$ cat src/rtl/bounded_counter_if.sv
// Control/status bundle for bounded_counter.
// The step field exists only when COUNTER_STEP_EN is defined.
interface bounded_counter_if #(
    parameter int unsigned N = 8
);
    logic         clkEN;
    logic         load;
    logic [N-1:0] par_load;
    logic         en;
    logic         direction;
    logic [N-1:0] lower_bound;
    logic [N-1:0] upper_bound;
`ifdef COUNTER_STEP_EN
    logic [N-1:0] step;
`endif
    logic [1:0]   mode;
    logic         start;
    logic [N-1:0] W;
    logic         co;
    logic         wrap;
    logic         busy;
    logic         done;

    modport master (
`ifdef COUNTER_STEP_EN
        output step,
`endif
        output clkEN, load, par_load, en, direction, lower_bound, upper_bound,
        output mode, start,
        input  W, co, wrap, busy, done
    );

    modport slave (
`ifdef COUNTER_STEP_EN
        input  step,
`endif
        input  clkEN, load, par_load, en, direction, lower_bound, upper_bound,
        input  mode, start,
        output W, co, wrap, busy, done
    );
endinterface

$ cat src/rtl/bounded_counter.sv
// Up/down counter with programmable bounds and wrap/saturate/one-shot/hold modes.
// COUNTER_STEP_EN selects a programmable step; otherwise the step is fixed at 1.
module bounded_counter #(
    parameter int unsigned N = 8
) (
    input  logic               clk,
    input  logic               reset,
    bounded_counter_if.slave   bus
);

    typedef enum logic [1:0] {
        M_WRAP    = 2'b00,
        M_SAT     = 2'b01,
        M_ONESHOT = 2'b10,
        M_HOLD    = 2'b11
    } mode_t;

    typedef enum logic [1:0] {
        IDLE,
        RUN,
        DONE
    } state_t;

    state_t       state, state_n;
    logic [N-1:0] w_q, w_n;
    logic         wrap_q, wrap_n;
    logic [N-1:0] stp;
    mode_t        mode;

    logic [N:0]   w_x, s_x, lb_x, ub_x, up_nxt, dn_nxt;
    logic         over, under, count_ok;

`ifdef COUNTER_STEP_EN
    assign stp = bus.step;
`else
    assign stp = N'(1);
`endif

    assign mode = mode_t'(bus.mode);

    // Widen by one bit so overflow past the top of the N-bit range is still seen.
    assign w_x    = {1'b0, w_q};
    assign s_x    = {1'b0, stp};
    assign lb_x   = {1'b0, bus.lower_bound};
    assign ub_x   = {1'b0, bus.upper_bound};
    assign up_nxt = w_x + s_x;
    assign dn_nxt = w_x - s_x;
    assign over   = up_nxt > ub_x;
    assign under  = w_x < (lb_x + s_x);

    always_comb begin
        count_ok = 1'b0;
        if (bus.en && (stp != '0) && (bus.lower_bound <= bus.upper_bound)) begin
            case (mode)
                M_WRAP, M_SAT: count_ok = 1'b1;
                M_ONESHOT:     count_ok = (state == RUN);
                default:       count_ok = 1'b0;
            endcase
        end
    end

    always_comb begin
        w_n     = w_q;
        wrap_n  = 1'b0;
        state_n = state;
        if (bus.clkEN) begin
            if (mode != M_ONESHOT)
                state_n = IDLE;
            if (bus.load) begin
                w_n = bus.par_load;
            end else if (mode == M_ONESHOT && bus.start) begin
                w_n     = bus.direction ? bus.lower_bound : bus.upper_bound;
                state_n = RUN;
            end else if (count_ok) begin
                if (bus.direction) begin
                    if (over) begin
                        case (mode)
                            M_WRAP: begin
                                w_n    = bus.lower_bound;
                                wrap_n = 1'b1;
                            end
                            M_SAT: begin
                                w_n    = bus.upper_bound;
                                wrap_n = (w_q != bus.upper_bound);
                            end
                            default: begin
                                w_n     = bus.upper_bound;
                                wrap_n  = 1'b1;
                                state_n = DONE;
                            end
                        endcase
                    end else begin
                        w_n = up_nxt[N-1:0];
                    end
                end else begin
                    if (under) begin
                        case (mode)
                            M_WRAP: begin
                                w_n    = bus.upper_bound;
                                wrap_n = 1'b1;
                            end
                            M_SAT: begin
                                w_n    = bus.lower_bound;
                                wrap_n = (w_q != bus.lower_bound);
                            end
                            default: begin
                                w_n     = bus.lower_bound;
                                wrap_n  = 1'b1;
                                state_n = DONE;
                            end
                        endcase
                    end else begin
                        w_n = dn_nxt[N-1:0];
                    end
                end
            end
        end
    end

    always_ff @(posedge clk or negedge reset) begin
        if (!reset) begin
            w_q    <= '0;
            wrap_q <= 1'b0;
            state  <= IDLE;
        end else begin
            w_q    <= w_n;
            wrap_q <= wrap_n;
            state  <= state_n;
        end
    end

    assign bus.W    = w_q;
    assign bus.wrap = wrap_q;
    assign bus.busy = (state == RUN);
    assign bus.done = (state == DONE);
    assign bus.co   = bus.direction ? (w_q == bus.upper_bound) : (w_q == bus.lower_bound);

endmodule

$ cat src/flat_wrapper.sv
// flat-port wrapper written by rule: the top's interface ports become plain ports
module bounded_counter_flat 
#(
    parameter int unsigned N = 8
)
  (clk, reset, bus_clkEN, bus_load, bus_par_load, bus_en, bus_direction, bus_lower_bound, bus_upper_bound, bus_mode, bus_start, bus_W, bus_co, bus_wrap, bus_busy, bus_done);
  bounded_counter_if #(.N(N)) bus_i ();
  input  logic clk;
  input  logic reset;
  input wire logic [$bits(bus_i.clkEN)-1:0] bus_clkEN;
  input wire logic [$bits(bus_i.load)-1:0] bus_load;
  input wire logic [$bits(bus_i.par_load)-1:0] bus_par_load;
  input wire logic [$bits(bus_i.en)-1:0] bus_en;
  input wire logic [$bits(bus_i.direction)-1:0] bus_direction;
  input wire logic [$bits(bus_i.lower_bound)-1:0] bus_lower_bound;
  input wire logic [$bits(bus_i.upper_bound)-1:0] bus_upper_bound;
  input wire logic [$bits(bus_i.mode)-1:0] bus_mode;
  input wire logic [$bits(bus_i.start)-1:0] bus_start;
  output wire logic [$bits(bus_i.W)-1:0] bus_W;
  output wire logic [$bits(bus_i.co)-1:0] bus_co;
  output wire logic [$bits(bus_i.wrap)-1:0] bus_wrap;
  output wire logic [$bits(bus_i.busy)-1:0] bus_busy;
  output wire logic [$bits(bus_i.done)-1:0] bus_done;
  assign bus_i.clkEN = bus_clkEN;
  assign bus_i.load = bus_load;
  assign bus_i.par_load = bus_par_load;
  assign bus_i.en = bus_en;
  assign bus_i.direction = bus_direction;
  assign bus_i.lower_bound = bus_lower_bound;
  assign bus_i.upper_bound = bus_upper_bound;
  assign bus_i.mode = bus_mode;
  assign bus_i.start = bus_start;
  assign bus_W = bus_i.W;
  assign bus_co = bus_i.co;
  assign bus_wrap = bus_i.wrap;
  assign bus_busy = bus_i.busy;
  assign bus_done = bus_i.done;
  bounded_counter #(.N(N)) u_core (.clk(clk), .reset(reset), .bus(bus_i));
endmodule
$ cat config.mk
export PLATFORM = sky130hd
export DESIGN_NAME = bounded_counter_flat
export DESIGN_NICKNAME = d
export VERILOG_FILES = /design/src/rtl/bounded_counter_if.sv /design/src/rtl/bounded_counter.sv /design/src/flat_wrapper.sv
export SDC_FILE = /design/constraint.sdc
export NUM_CORES = 1
export LEC_CHECK = 0
export ABC_CLOCK_PERIOD_IN_PS = 8500
export CAP_MARGIN = 20
export CORE_AREA = 2 2 79 81
export CTS_CLUSTER_SIZE = 10
export DETAILED_ROUTE_END_ITERATION = 8
export DIE_AREA = 0 0 81 83
export HOLD_SLACK_MARGIN = 0.12
export PLACE_DENSITY_LB_ADDON = 0.1
export SLEW_MARGIN = 20
export SYNTH_ARGS = -nofsm -noshare
export SYNTH_HDL_FRONTEND = slang
export SYNTH_SLANG_ARGS = --single-unit
$ cat constraint.sdc
create_clock -name clk -period 8.5 [get_ports clk]
set_input_delay 1.275 -clock clk [delete_from_list [all_inputs] [get_ports clk]]
set_output_delay 1.275 -clock clk [all_outputs]
set_load 0.005 [all_outputs]
## After elaboration in Yosys (flattened, before gate mapping)

Cells that the tools add are included.

| operators by class | value |
|---|---|
| $add $sub $neg | 3 |
| $lt $le $gt $ge | 3 |
| equality and inequality tests | 9 |
| mux-type cells | 29 |
| reductions and logical operators | 6 |

Operator list:

| operator | number |
|---|---|
| two-way mux 8 bit | 9 |
| adder 8 x 1 -> 9 bit (second input constant) | 2 |
| == test 8 bit | 2 |
| two-way mux 2 bit | 8 |
| inequality test 8 bit | 2 |
| two-way mux 1 bit | 11 |
| greater-than comparator 9 x 8 -> 1 bit | 1 |
| less-than comparator 8 x 9 -> 1 bit | 1 |
| less-or-equal comparator 8 bit | 1 |
| subtractor 8 x 1 -> 8 bit (second input constant) | 1 |
| == test 2 x 1 -> 1 bit (second input constant) | 2 |
| == test 2 bit (second input constant) | 2 |
| nonzero test 3 bit | 1 |
| logical AND 1 bit | 2 |
| logical NOT 2 bit | 1 |
| inequality test 2 bit (second input constant) | 1 |
| case mux 1 bit (2 select lines) | 1 |
| AND reduction 2 bit | 1 |
| OR reduction 2 bit | 1 |

| storage, ports and cells | value |
|---|---|
| register bits | 11 |
| input bits | 33 |
| logic and storage cells | 53 |

## Logic depth before layout (Yosys ltp)

Gate-level depths: netlist of the first run.

| logic depth | value |
|---|---|
| depth in word-level cells | 8 |
| depth in mapped cells | 14 |
| gate-level depth less buffers | 12 |

## Worst setup path before layout of the first run

No wires, ideal clock.

| path | value |
|---|---|
| kind | input to register |
| start | input bus_lower_bound[2] |
| end | register u_core.state[0] |
| setup time | 0.141 ns |
| arrival | 3.395 ns |
| required time | 8.359 ns |
| setup slack | 4.965 ns |
| stages on the path | 13 |
| buffers on the path | 2 |
| cell sequence | buf_2 and3_1 nand3_1 nor2_1 xnor2_1 ha_1 a21oi_1 o211ai_1 o21ai_2 buf_4 mux2i_1 o311ai_0 nand3_1 |

| on the way | value |
|---|---|
| word-level cells in the longest chain between the ends | 7 |

Ends and longest elaborated chain:

| item | line | RTL |
|---|---|---|
| start: declaration | flat_wrapper.sv:15 | `input wire logic [$bits(bus_i.lower_bound)-1:0] bus_lower_bound;` |
| adder 8 x 1 -> 9 bit | bounded_counter.sv:49 | `assign under = w_x < (lb_x + s_x);` |
| less-than comparator 8 x 9 -> 1 bit | bounded_counter.sv:49 |  |
| two-way mux 2 bit | bounded_counter.sv:96 | `if (under) begin` |
| two-way mux 2 bit | bounded_counter.sv:75 | `if (bus.direction) begin` |
| two-way mux 2 bit * | bounded_counter.sv:74 | `end else if (count_ok) begin` |
| two-way mux 2 bit * | bounded_counter.sv:71 | `end else if (mode == M_ONESHOT && bus.start) begin` |
| two-way mux 2 bit * | bounded_counter.sv:69 | `if (bus.load) begin` |
| end signal: assignment | bounded_counter.sv:128 | `state <= state_n;` |
| end: declaration | bounded_counter.sv:24 | `state_t state, state_n;` |

Every way passes the cells marked *; elsewhere a longest branch is shown, timed or not.
A chain may end at the register's enable or synchronous reset.

## Worst setup path after layout of the first run

| path | value |
|---|---|
| start | input bus_direction |
| end | output bus_co |

| on the way | value |
|---|---|
| word-level cells in the longest chain between the ends | 1 |

Ends and longest elaborated chain:

| item | line | RTL |
|---|---|---|
| start: declaration | flat_wrapper.sv:14 | `input wire logic [$bits(bus_i.direction)-1:0] bus_direction;` |
| two-way mux 1 bit | bounded_counter.sv:136 | `assign bus.co = bus.direction ? (w_q == bus.upper_bound) : (w_q == bus.lower_bound);` |
| end: declaration | flat_wrapper.sv:20 | `output wire logic [$bits(bus_i.co)-1:0] bus_co;` |

No other way between the ends.

==> summary.md, run 1 <==
| Metric | Value |
|---|---|
| Portion of netlist area occupied by mux cells | `10.5%` |
| Fraction of the mapped netlist area in adder cells | `between 10% and 20%` |
| Clock transition at path regs | `~0.050 ns` |
| Port bufs | `44` |
| Place WS | `between 3 and 4 ns` |
| Slowest CP cell | `clkdlybuf4s50_1` |
| Sw Pwr | `roughly 0.00016 W` |
| Synth warn | `0` |
| Largest family of logic cells by synthesized area | `compound AO/OA/AOI/OAI gates` |
| Simple-Gate Fraction of Synth Area | `between 20% and 30%` |
| Post-synth ARST share | `100%` |
| Total clock sinks | `11` |
| Fin Hold WS | `0.527 ns` |
| Sw Share | `about 45%` |
| Combinational power share | `between 60% and 70%` |
| Sequential share of power | `around a quarter` |
| Vias per Instance | `5.59` |
| Pwr dens | `between 100 and 150 nW/um^2` |
| Fmax | `roughly 210 MHz` |
| Final Net Count | `roughly 400` |
| Clk_lat worst skew | `around 0.24 ns` |
| Maximum clock path buffer count | `2` |
| Clk network pwr share | `between 10 and 15%` |
| Skew final | `0.00435 ns` |
| WP data arrival | `3.49 ns` |
| Commonest non-fill, non-tap cell in the layout | `clkdlybuf4s50_1` |
| Resize count post-CTS | `0` |
| Worst Setup Slack, final | `3.74 ns` |
| Internal Power | `0.000198 W` |
| Mapped cell area | `between 2000 and 2500 sq um` |
| Top cell family by delay on the critical path | `buffers and inverters` |
| Root Buffer | `clkbuf_8` |
| Max transition margin | `29.2%` |
| Area growth, synth to finish | `20.0%` |
| Status | `complete, no violations` |
| Most frequent cell on the critical path | `clkdlybuf4s50_1` |
| Gpl congestion | `0.879` |
| Die Y | `83 um` |
| Vias in the first global route | `approximately 2300` |
| Initial Util | `between 30% and 40%` |
| Total Power | `around 0.00036 W` |
| CP Buf/Inv Count | `4` |
| Initial antenna violation count | `0` |
| Startpoint types | `input port` |
| Max incr delay on CP | `about 0.49 ns` |
| Period utilization | `56.0%` |
| Kind of critical path | `in -> out` |
| Wire length per cell after detailed routing | `17.0 um` |
| Total GRT Usage | `a little over a fifth` |
| CTS tree | `yes` |
| # rows | `28` |
| Most frequent cells in the layout | `44 x clkdlybuf4s50_1, 27 x nand2_1, 27 x ha_1` |
| Core Region | `around 5800 sq um` |
| Final Hold Fails | `0` |
| Pins Over Slew Limit | `0` |
| Setup bufs post-CTS | `0` |
| XOR/XNOR Fraction of Synth Area | `11.7%` |
| Ratio of cells with drive above 1 in the final layout | `4.19%` |
| Number of CTS-inserted buffers | `3` |
| Cts hold-fix bufs | `0` |
| Worst slew pin tran | `around 1.1 ns` |
| Footprint of the multi-input gates | `1840 sq um` |
| Minimum clock period | `~4.8 ns` |
| Crit end category | `primary output` |
| Number of fill cells | `617` |
| Final wirelength | `approximately 7 mm` |
| First-pass GRT wire length | `11.7 mm` |
| Antenna cells | `0` |
| Post-synthesis sequential area ratio | `around an eighth` |
| Hpwl dp | `around 5.5 mm` |
| LEAKAGE | `roughly 1.2 nW` |
| Tightest Hold Check Type | `reg -> reg` |
| DR iter-0 viols | `around 130` |
| Post-synth EDFFs | `0` |
| Syn Area/Cell | `7.61 sq um` |
| Top FF cell, synth | `dfrtp_1` |
| Final Core Density | `a little under half` |
| Final TNS setup | `0 ns` |
| Via count | `roughly 2300` |
| Synth cell types | `slightly below 50` |
| Max Cap Viol | `0` |
| Final ANT Viol Nets | `0` |
| RSZ-0062 raised after global routing | `false` |
| Number of synthesized register bits | `11` |
| Maximum VDD drop | `0.0650 mV` |
| Total congestion overflow | `0` |
| Seq. cell area | `275 sq um` |
| Largest net degree at the start of global routing | `23` |
| Chip Width | `around 80 um` |
| Gate Count Post-Synth | `about 310` |
| Die area | `about 6700 sq um` |
| H-tree depth | `1` |
| Final setup vio count | `0` |
| CP Max Fanout | `22` |
| Syn_nets | `365` |
| Crit path required time | `about 7.2 ns` |
| Drt pass-1 iters | `4` |
| I/O pin count | `45` |
| Synth Area in Compound Gates | `22.2%` |
| DR DRC count | `0` |
| Crit-path cells | `clkdlybuf4s50_1 -> buf_4 -> inv_1 -> nor4_1 -> nand2_1 -> o221ai_1 -> o21a_1 -> clkdlybuf4s50_1` |
==> flip-flops by register name (all words and copies together) (netlist names) <==
| signal | flops |
|---|---|
| u_core.bus.W | 8 |
| u_core.state | 2 |
| u_core.bus.wrap | 1 |
==> synth_stat cells (all sizes together) (2+ instances only) <==
master	n	area, sq um
a311oi	5	50.0
o22ai	3	18.8
o211a	2	20.0
nor3	6	30.0
mux2	2	22.5
nor4	5	46.3
a21oi	15	75.1
mux2i	22	220
o221ai	3	26.3
xor2	22	193
nand3	16	80.1
and3	5	31.3
a211oi	2	15.0
o21a	2	15.0
dfrtp	11	275
a22oi	2	15.0
clkbuf	8	50.1
nand2	27	101
ha	27	338
nand4	4	25.0
xnor2	9	78.8
inv	19	71.3
nand2b	4	25.0
o21ai	25	129
nor2	16	60.1
o211ai	4	30.0
nor2b	5	31.3
buf	14	87.6
o31ai	8	60.1
==> stage by stage <==
stage	area [sq um]	cells
floorplan	2320	305
global placement	2740	405
detailed placement	2740	405
CTS	2790	409
global route	2790	409
finish	2790	409
==> final timing paths <==
check	slack [ns]	start	depth (start not counted)	to
worst max-delay path	3.74	bus_direction	8	bus_co
worst min register to register	0.53	u_core.state[1]	2	u_core.state[1]
max in group asynchronous	6.77	reset	1	u_core.bus.W[4]
worst min-delay path	0.53	u_core.state[1]	2	u_core.state[1]
min in group asynchronous	1.38	reset	1	u_core.bus.W[2]
worst max register to register	4.52	u_core.bus.W[1]	11	u_core.state[0]
==> kinds of logic after synthesis <==
family          after synthesis
simple gates                 93
compound gates               78
buf+inv                      41
xor+xnor                     31
fa+ha+maj                    27
mux                          24
flops                        11
==> worst register-to-register path: stages (launching register included) <==
cell,delay [ns]
dfrtp_1,0.67
ha_1,0.36
nand3_1,0.12
xnor2_1,0.19
ha_1,0.35
nand4_1,0.16
o221ai_1,0.28
a221oi_1,0.12
o21ai_1,0.83
mux2i_1,0.29
o311ai_0,0.35
nand3_1,0.12
==> final cells by class <==
class / count / area share (%)
tap: 75 / 3.37
clock inverter: 1 / 0.180
timing repair buffer: 47 / 16.6
clock buffer: 3 / 1.48
multi-input combinational: 253 / 65.9
sequential: 11 / 9.87
inverter: 19 / 2.56
==> metal layers <==
metal	track usage, %	wire length, um
met3	2.17	351
met4	4.16	118
met1	31.4	3230
met5	0	0
met2	34.6	3270
==> power by group through the flow <==
| stage | combinational, W | clock (W) | sequential [W] |
|---|---|---|---|
| 4_1_cts | 0.000216 | 0.0000530 | 0.0000903 |
| 3_5_place_dp | 0.000215 | 0 | 0.0000911 |
| 6_report | 0.000216 | 0.0000524 | 0.0000898 |
| 3_3_place_gp | 0.000213 | 0 | 0.0000909 |
| 5_1_grt | 0.000242 | 0.0000565 | 0.0000929 |
| 2_1_floorplan | 0.000170 | 0 | 0.0000678 |
No activity file was read; power rests on OpenSTA's default activity.
==> run 2, diff against run 1 <==
--- a/config.mk
+++ b/config.mk
@@ -5,7 +5,7 @@
 export SDC_FILE = /design/constraint.sdc
 export NUM_CORES = 1
 export LEC_CHECK = 0
-export ABC_CLOCK_PERIOD_IN_PS = 8500
+export ABC_CLOCK_PERIOD_IN_PS = 4700
 export CAP_MARGIN = 20
 export CORE_AREA = 2 2 79 81
 export CTS_CLUSTER_SIZE = 10
==> constraint.sdc (replaced) <==
create_clock -name clk -period 4.7 [get_ports clk]
set_input_delay 0.705 -clock clk [delete_from_list [all_inputs] [get_ports clk]]
set_output_delay 0.705 -clock clk [all_outputs]
set_load 0.005 [all_outputs]
==> summary.md, run 2 (same netlist as run 1, synthesis figures left out) <==
| Metric | Value |
|---|---|
| Status | `complete, no violations` |
| Combinational power share | `60.5% (+0.2 points)` |
| Max Cap Viol | `0 (unchanged)` |
| Final Hold Fails | `0 (unchanged)` |
| I/O pin count | `45 (unchanged)` |
| Skew final | `0.00246 ns (-0.00189 ns)` |
| Place WS | `0.708 ns (-3.05 ns)` |
| Most frequent cell on the critical path | `clkdlybuf4s50_1` |
| DR iter-0 viols | `138 (+3.0%)` |
| Slowest CP cell | `clkdlybuf4s50_1` |
| Setup bufs post-CTS | `0 (unchanged)` |
| Antenna cells | `0 (unchanged)` |
| Total Power | `0.000654 W (+82%)` |
| Seq. cell area | `275 sq um (unchanged)` |
| Vias in the first global route | `2292 (+0.087%)` |
| Crit-path cells | `clkdlybuf4s50_1 -> inv_1 -> nor4_1 -> nand2_1 -> o221ai_1 -> o21a_1 -> clkdlybuf4s50_1` |
| First-pass GRT wire length | `11.5 mm (-1.9%)` |
| Worst r2r src | `u_core.bus.W[1]` |
| Fmax | `approximately 260 MHz` |
| Internal Power | `0.000364 W (+84%)` |
| Maximum VDD drop | `0.148 mV (+130%)` |
| Port bufs | `44 (unchanged)` |
| Die area | `6720 sq um (unchanged)` |
| Maximum clock path buffer count | `2 (unchanged)` |
| Resize count post-CTS | `0 (unchanged)` |
| Number of flip-flops in the largest register | `8 (unchanged)` |
| Tightest Hold Check Type | `reg -> reg` |
| Footprint of the multi-input gates | `1840 sq um (unchanged)` |
| Crit path required time | `3.99 ns (-3.23 ns)` |
| Final wirelength | `6.97 mm (+0.11%)` |
| Hpwl dp | `5.52 mm (-0.17%)` |
| Final ANT Viol Nets | `0 (unchanged)` |
| Worst Hold Launch | `u_core.state[1]` |
| CP Buf/Inv Count | `3 (-1)` |
| Pwr dens | `233 nW/um^2 (+81%)` |
| Sw Pwr | `0.000290 W (+80%)` |
| Ratio of cells with drive above 1 in the final layout | `5.04% (+0.85 points)` |
| Most frequent cells in the layout | `44 x clkdlybuf4s50_1, 27 x nand2_1, 27 x ha_1` |
| LEAKAGE | `1.24 nW (+1.2%)` |
| Largest net degree at the start of global routing | `22 (-4.3%)` |
| WP data arrival | `3.12 ns (-0.37 ns)` |
| CTS tree | `yes` |
| Final Net Count | `398 (+0.76%)` |
| Final setup vio count | `0 (unchanged)` |
| Commonest non-fill, non-tap cell in the layout | `clkdlybuf4s50_1` |
| Max transition margin | `46.8% (+18 points)` |
| Worst slew pin tran | `0.796 ns (-0.259 ns)` |
| Vias per Instance | `5.63 (+0.79%)` |
| FF-to-FF setup slack | `1.46 ns (-3.06 ns)` |
| Die Y | `83 um (unchanged)` |
| Sequential share of power | `25.0% (about the same)` |
| Kind of critical path | `in -> out` |
| Cts hold-fix bufs | `0 (unchanged)` |
| RSZ-0062 raised after global routing | `false` |
| Number of fill cells | `628 (+1.8%)` |
| Worst R2R Path Depth | `12 (+1)` |
| Drt pass-1 iters | `4 (unchanged)` |
| Clk_lat worst skew | `0.24 ns (about the same)` |
| Cell depth of the worst hold path | `2 (unchanged)` |
| Core Region | `5820 sq um (unchanged)` |
| Sw Share | `44.3% (-0.51 points)` |
| Max incr delay on CP | `0.78 ns (+0.29 ns)` |
| Gpl congestion | `0.900 (+2.4%)` |
| Area growth, synth to finish | `21.0%` |
| CP Max Fanout | `11 (-50%)` |
| Min-Delay Endpoint | `u_core.state[1]` |
| Via count | `2320 (+1.5%)` |
| H-tree depth | `1 (unchanged)` |
| Total clock sinks | `11 (unchanged)` |
| # rows | `28 (unchanged)` |
| Startpoint types | `input port` |
| Final Core Density | `48.3% (+0.39 points)` |
| Pins Over Slew Limit | `0 (unchanged)` |
| Minimum clock period | `~3.8 ns` |
| Wire length per cell after detailed routing | `16.9 um (-0.61%)` |
| Initial Util | `39.9% (unchanged)` |
| Number of CTS-inserted buffers | `3 (unchanged)` |
| Root Buffer | `clkbuf_8` |
| Top cell family by delay on the critical path | `buffers and inverters` |
| FF-to-FF End | `u_core.bus.W[4]` |
| Worst Setup Slack, final | `0.875 ns (-2.86 ns)` |
| DR DRC count | `0 (unchanged)` |
| Clock transition at path regs | `0.05 ns (about the same)` |
| Crit end category | `primary output` |
| Total congestion overflow | `0 (unchanged)` |
| Final TNS setup | `0 ns (unchanged)` |
| Period utilization | `between 80% and 90%` |
| Initial antenna violation count | `0 (unchanged)` |
| Total GRT Usage | `21.4% (-0.19 points)` |
| Clk network pwr share | `14.5% (about the same)` |
| Chip Width | `81 um (unchanged)` |
==> run 2: power groups by stage <==
stage	clock (W)	combinational, W	sequential (W)
2_1_floorplan	0	0.000308	0.000123
3_5_place_dp	0	0.000392	0.000165
4_1_cts	0.0000973	0.000394	0.000163
5_1_grt	0.000102	0.000441	0.000169
6_report	0.0000945	0.000396	0.000164
3_3_place_gp	0	0.000393	0.000165
==> run 2: worst max-delay path by stage <==
stage / start / endpoint / slack (ns) / depth (start not counted)
floorplan: bus_lower_bound[2] / u_core.state[0] / 1.73 / 13
global placement: bus_direction / bus_co / 0.91 / 7
detailed placement: bus_lower_bound[2] / u_core.state[0] / 0.71 / 13
CTS: bus_direction / bus_co / 0.90 / 7
global route: bus_direction / bus_co / 0.70 / 7
finish: bus_direction / bus_co / 0.88 / 7
==> run 2: stage by stage <==
step	hold slack, ns	instance area [sq um]	std cells
floorplan	0.409	2320	305
global placement	0.544	2760	408
detailed placement	0.510	2760	408
CTS	0.528	2810	412
global route	0.590	2810	412
finish	0.533	2810	412
==> run 2: layer usage <==
| metal | vias to the layer above | global-route usage, % | share of wire, % |
|---|---|---|---|
| met2 | 63 | 33.9 | 46 |
| met5 | - | 0 | 0 |
| met3 | 10 | 2.61 | 5.0 |
| met1 | 1071 | 31.0 | 47 |
| li1 | 1176 | - | - |
| met4 | 0 | 4.47 | 1.4 |
==> run 2: worst reg2reg max path: cells and delay by family, from the launching register on <==
kind	cells	cell delay, ns
and+or+nand+nor	2	0.26
DFF	1	0.67
buffers and inverters	1	0.22
adders and majority gates	2	0.70
muxes	1	0.22
AOI/OAI and AO/OA	5	0.89
xor gates and xnor gates	1	0.17
==> run 2: cell type report <==
type,count,share of cell area (%)
inverter,19,2.54
tap,75,3.34
clock buffer,3,1.47
timing repair buffer,50,17.3
clock inverter,1,0.178
sequential,11,9.80
multi-input combinational,253,65.4
==> run 3, diff against run 2 <==
--- a/config.mk
+++ b/config.mk
@@ -5,7 +5,7 @@
 export SDC_FILE = /design/constraint.sdc
 export NUM_CORES = 1
 export LEC_CHECK = 0
-export ABC_CLOCK_PERIOD_IN_PS = 4700
+export ABC_CLOCK_PERIOD_IN_PS = 3260
 export CAP_MARGIN = 20
 export CORE_AREA = 2 2 79 81
 export CTS_CLUSTER_SIZE = 10
==> constraint.sdc (replaced) <==
create_clock -name clk -period 3.26 [get_ports clk]
set_input_delay 0.489 -clock clk [delete_from_list [all_inputs] [get_ports clk]]
set_output_delay 0.489 -clock clk [all_outputs]
set_load 0.005 [all_outputs]
==> summary.md, run 3 (same netlist as run 1, synthesis figures left out) <==
| Metric | Value |
|---|---|
| Max Cap Viol | `0 (unchanged)` |
| Chip Width | `81 um (unchanged)` |
| CP Max Fanout | `6 (-5)` |
| Clk_lat worst skew | `0.24 ns (about the same)` |
| Crit path required time | `2.77 ns (-1.22 ns)` |
| Pins Over Slew Limit | `0 (unchanged)` |
| Vias in the first global route | `2431 (+6.1%)` |
| Minimum clock period | `just over 3 ns` |
| I/O pin count | `45 (unchanged)` |
| Startpoint types | `input port` |
| Kind of critical path | `in -> out` |
| Period utilization | `roughly 94%` |
| Final Core Density | `52.0% (+3.7 points)` |
| Die area | `6720 sq um (unchanged)` |
| Resize count post-CTS | `0 (unchanged)` |
| CTS tree | `yes` |
| Final ANT Viol Nets | `0 (unchanged)` |
| WP data arrival | `2.58 ns (-0.54 ns)` |
| FF-to-FF setup slack | `0.29 ns (-1.17 ns)` |
| Gpl congestion | `0.942 (+4.7%)` |
| Worst R2R Path Depth | `12 (unchanged)` |
| Number of flip-flops in the largest register | `8 (unchanged)` |
| Status | `complete, no violations` |
| Pwr dens | `333 nW/um^2 (+43%)` |
| Root Buffer | `clkbuf_8` |
| # rows | `28 (unchanged)` |
| Cell depth of the worst hold path | `2 (unchanged)` |
| Maximum clock path buffer count | `2 (unchanged)` |
| Worst Hold Launch | `u_core.state[1]` |
| Skew final | `0.00168 ns (-0.000779 ns)` |
| Number of CTS-inserted buffers | `3 (unchanged)` |
| Fin Hold WS | `0.523 ns (-0.0101 ns)` |
| Footprint of the multi-input gates | `1870 sq um (+1.5%)` |
| Maximum VDD drop | `0.174 mV (+17%)` |
| DR DRC count | `0 (unchanged)` |
| Fmax | `325 MHz` |
| Via count | `2456 (+5.9%)` |
| Crit end category | `primary output` |
| First-pass GRT wire length | `12.0 mm (+4.9%)` |
| Cts hold-fix bufs | `0 (unchanged)` |
| Final Net Count | `423 (+6.3%)` |
| Core Region | `5820 sq um (unchanged)` |
| Ratio of cells with drive above 1 in the final layout | `12.4% (+7.4 points)` |
| Die Y | `83 um (unchanged)` |
| Crit path from | `bus_lower_bound[4]` |
| DR iter-0 viols | `122 (-12%)` |
| Antenna cells | `0 (unchanged)` |
| Drt pass-1 iters | `5 (+1)` |
| Total congestion overflow | `0 (unchanged)` |
| LEAKAGE | `1.37 nW (+9.8%)` |
| Min-Delay Endpoint | `u_core.state[1]` |
| Initial Util | `39.9% (unchanged)` |
| H-tree depth | `1 (unchanged)` |
| Largest net degree at the start of global routing | `20 (-9.1%)` |
| Area growth, synth to finish | `30.2%` |
| FF-to-FF End | `u_core.bus.W[7]` |
| Vias per Instance | `5.62 (-0.19%)` |
| Number of fill cells | `599 (-4.6%)` |
| Seq. cell area | `275 sq um (unchanged)` |
| Hpwl dp | `5.94 mm (+7.6%)` |
| Commonest non-fill, non-tap cell in the layout | `clkdlybuf4s50_1` |
| Total clock sinks | `11 (unchanged)` |
| Final Hold Fails | `0 (unchanged)` |
| Worst r2r src | `u_core.bus.W[0]` |
| Clock transition at path regs | `0.05 ns (about the same)` |
| Setup bufs post-CTS | `0 (unchanged)` |
| Tightest Hold Check Type | `reg -> reg` |
| Port bufs | `44 (unchanged)` |
| Most frequent cells in the layout | `44 x clkdlybuf4s50_1, 31 x buf_4, 27 x nand2_1, 27 x ha_1` |
| Max transition margin | `54.8% (+8.1 points)` |
| Initial antenna violation count | `0 (unchanged)` |
| Total GRT Usage | `22.7% (+1.3 points)` |
| Worst slew pin tran | `0.675 ns (-0.121 ns)` |
| Final wirelength | `7.35 mm (+5.4%)` |
| Final setup vio count | `0 (unchanged)` |
| Wire length per cell after detailed routing | `16.8 um (-0.66%)` |
-- run 3: layer usage --
| layer | track usage (%) | vias up | share of wire, % |
|---|---|---|---|
| li1 | - | 1222 | - |
| met1 | 31.9 | 1150 | 46 |
| met2 | 37.1 | 74 | 47 |
| met3 | 2.50 | 10 | 5.1 |
| met4 | 4.78 | 0 | 1.6 |
| met5 | 0 | - | 0 |
-- run 3: per-stage QoR --
step	cell area, sq um	setup WS, ns	cells	total power, W	setup TNS (ns)
CTS	3000	0.0963	437	0.000999	0
detailed placement	2950	-0.0805	433	0.000857	-0.254
global route	3020	-0.00446	437	0.00110	-0.00506
finish	3020	0.187	437	0.00101	0
floorplan	2320	0.511	305	0.000621	0
global placement	2950	-0.0525	433	0.000853	-0.0525
-- run 3: how the worst max path moves through the flow --
stage | endpoint | cells after the start
after floorplan | u_core.state[0] | 13
after global placement | u_core.bus.W[6] | 13
after detailed placement | u_core.bus.W[6] | 13
after CTS | bus_co | 8
after global routing | u_core.bus.W[1] | 14
final | bus_co | 8
-- run 3: area by class of cell --
type	instances	share of cell area, %
clock buffer	4	1.49
timing repair buffer	75	22.3
sequential	11	9.10
multi-input combinational	253	61.7
tap	75	3.10
inverter	19	2.36
-- run 3: worst max-delay path: stages --
cell             delay (ns)
clkdlybuf4s50_1        0.42
buf_4                  0.17
xor2_1                 0.17
nor4_2                 0.34
nand2_1                0.16
o221ai_1               0.19
o21a_1                 0.14
clkdlybuf4s50_1        0.49
-- run 3: power breakdown --
| group | total, W | internal [W] | leakage [nW] | switching, W |
|---|---|---|---|---|
| clock | 0.000136 | 0.0000858 | 0.0228 | 0.0000501 |
| combinational | 0.000695 | 0.000330 | 1.20 | 0.000365 |
| sequential | 0.000176 | 0.000156 | 0.142 | 0.0000193 |
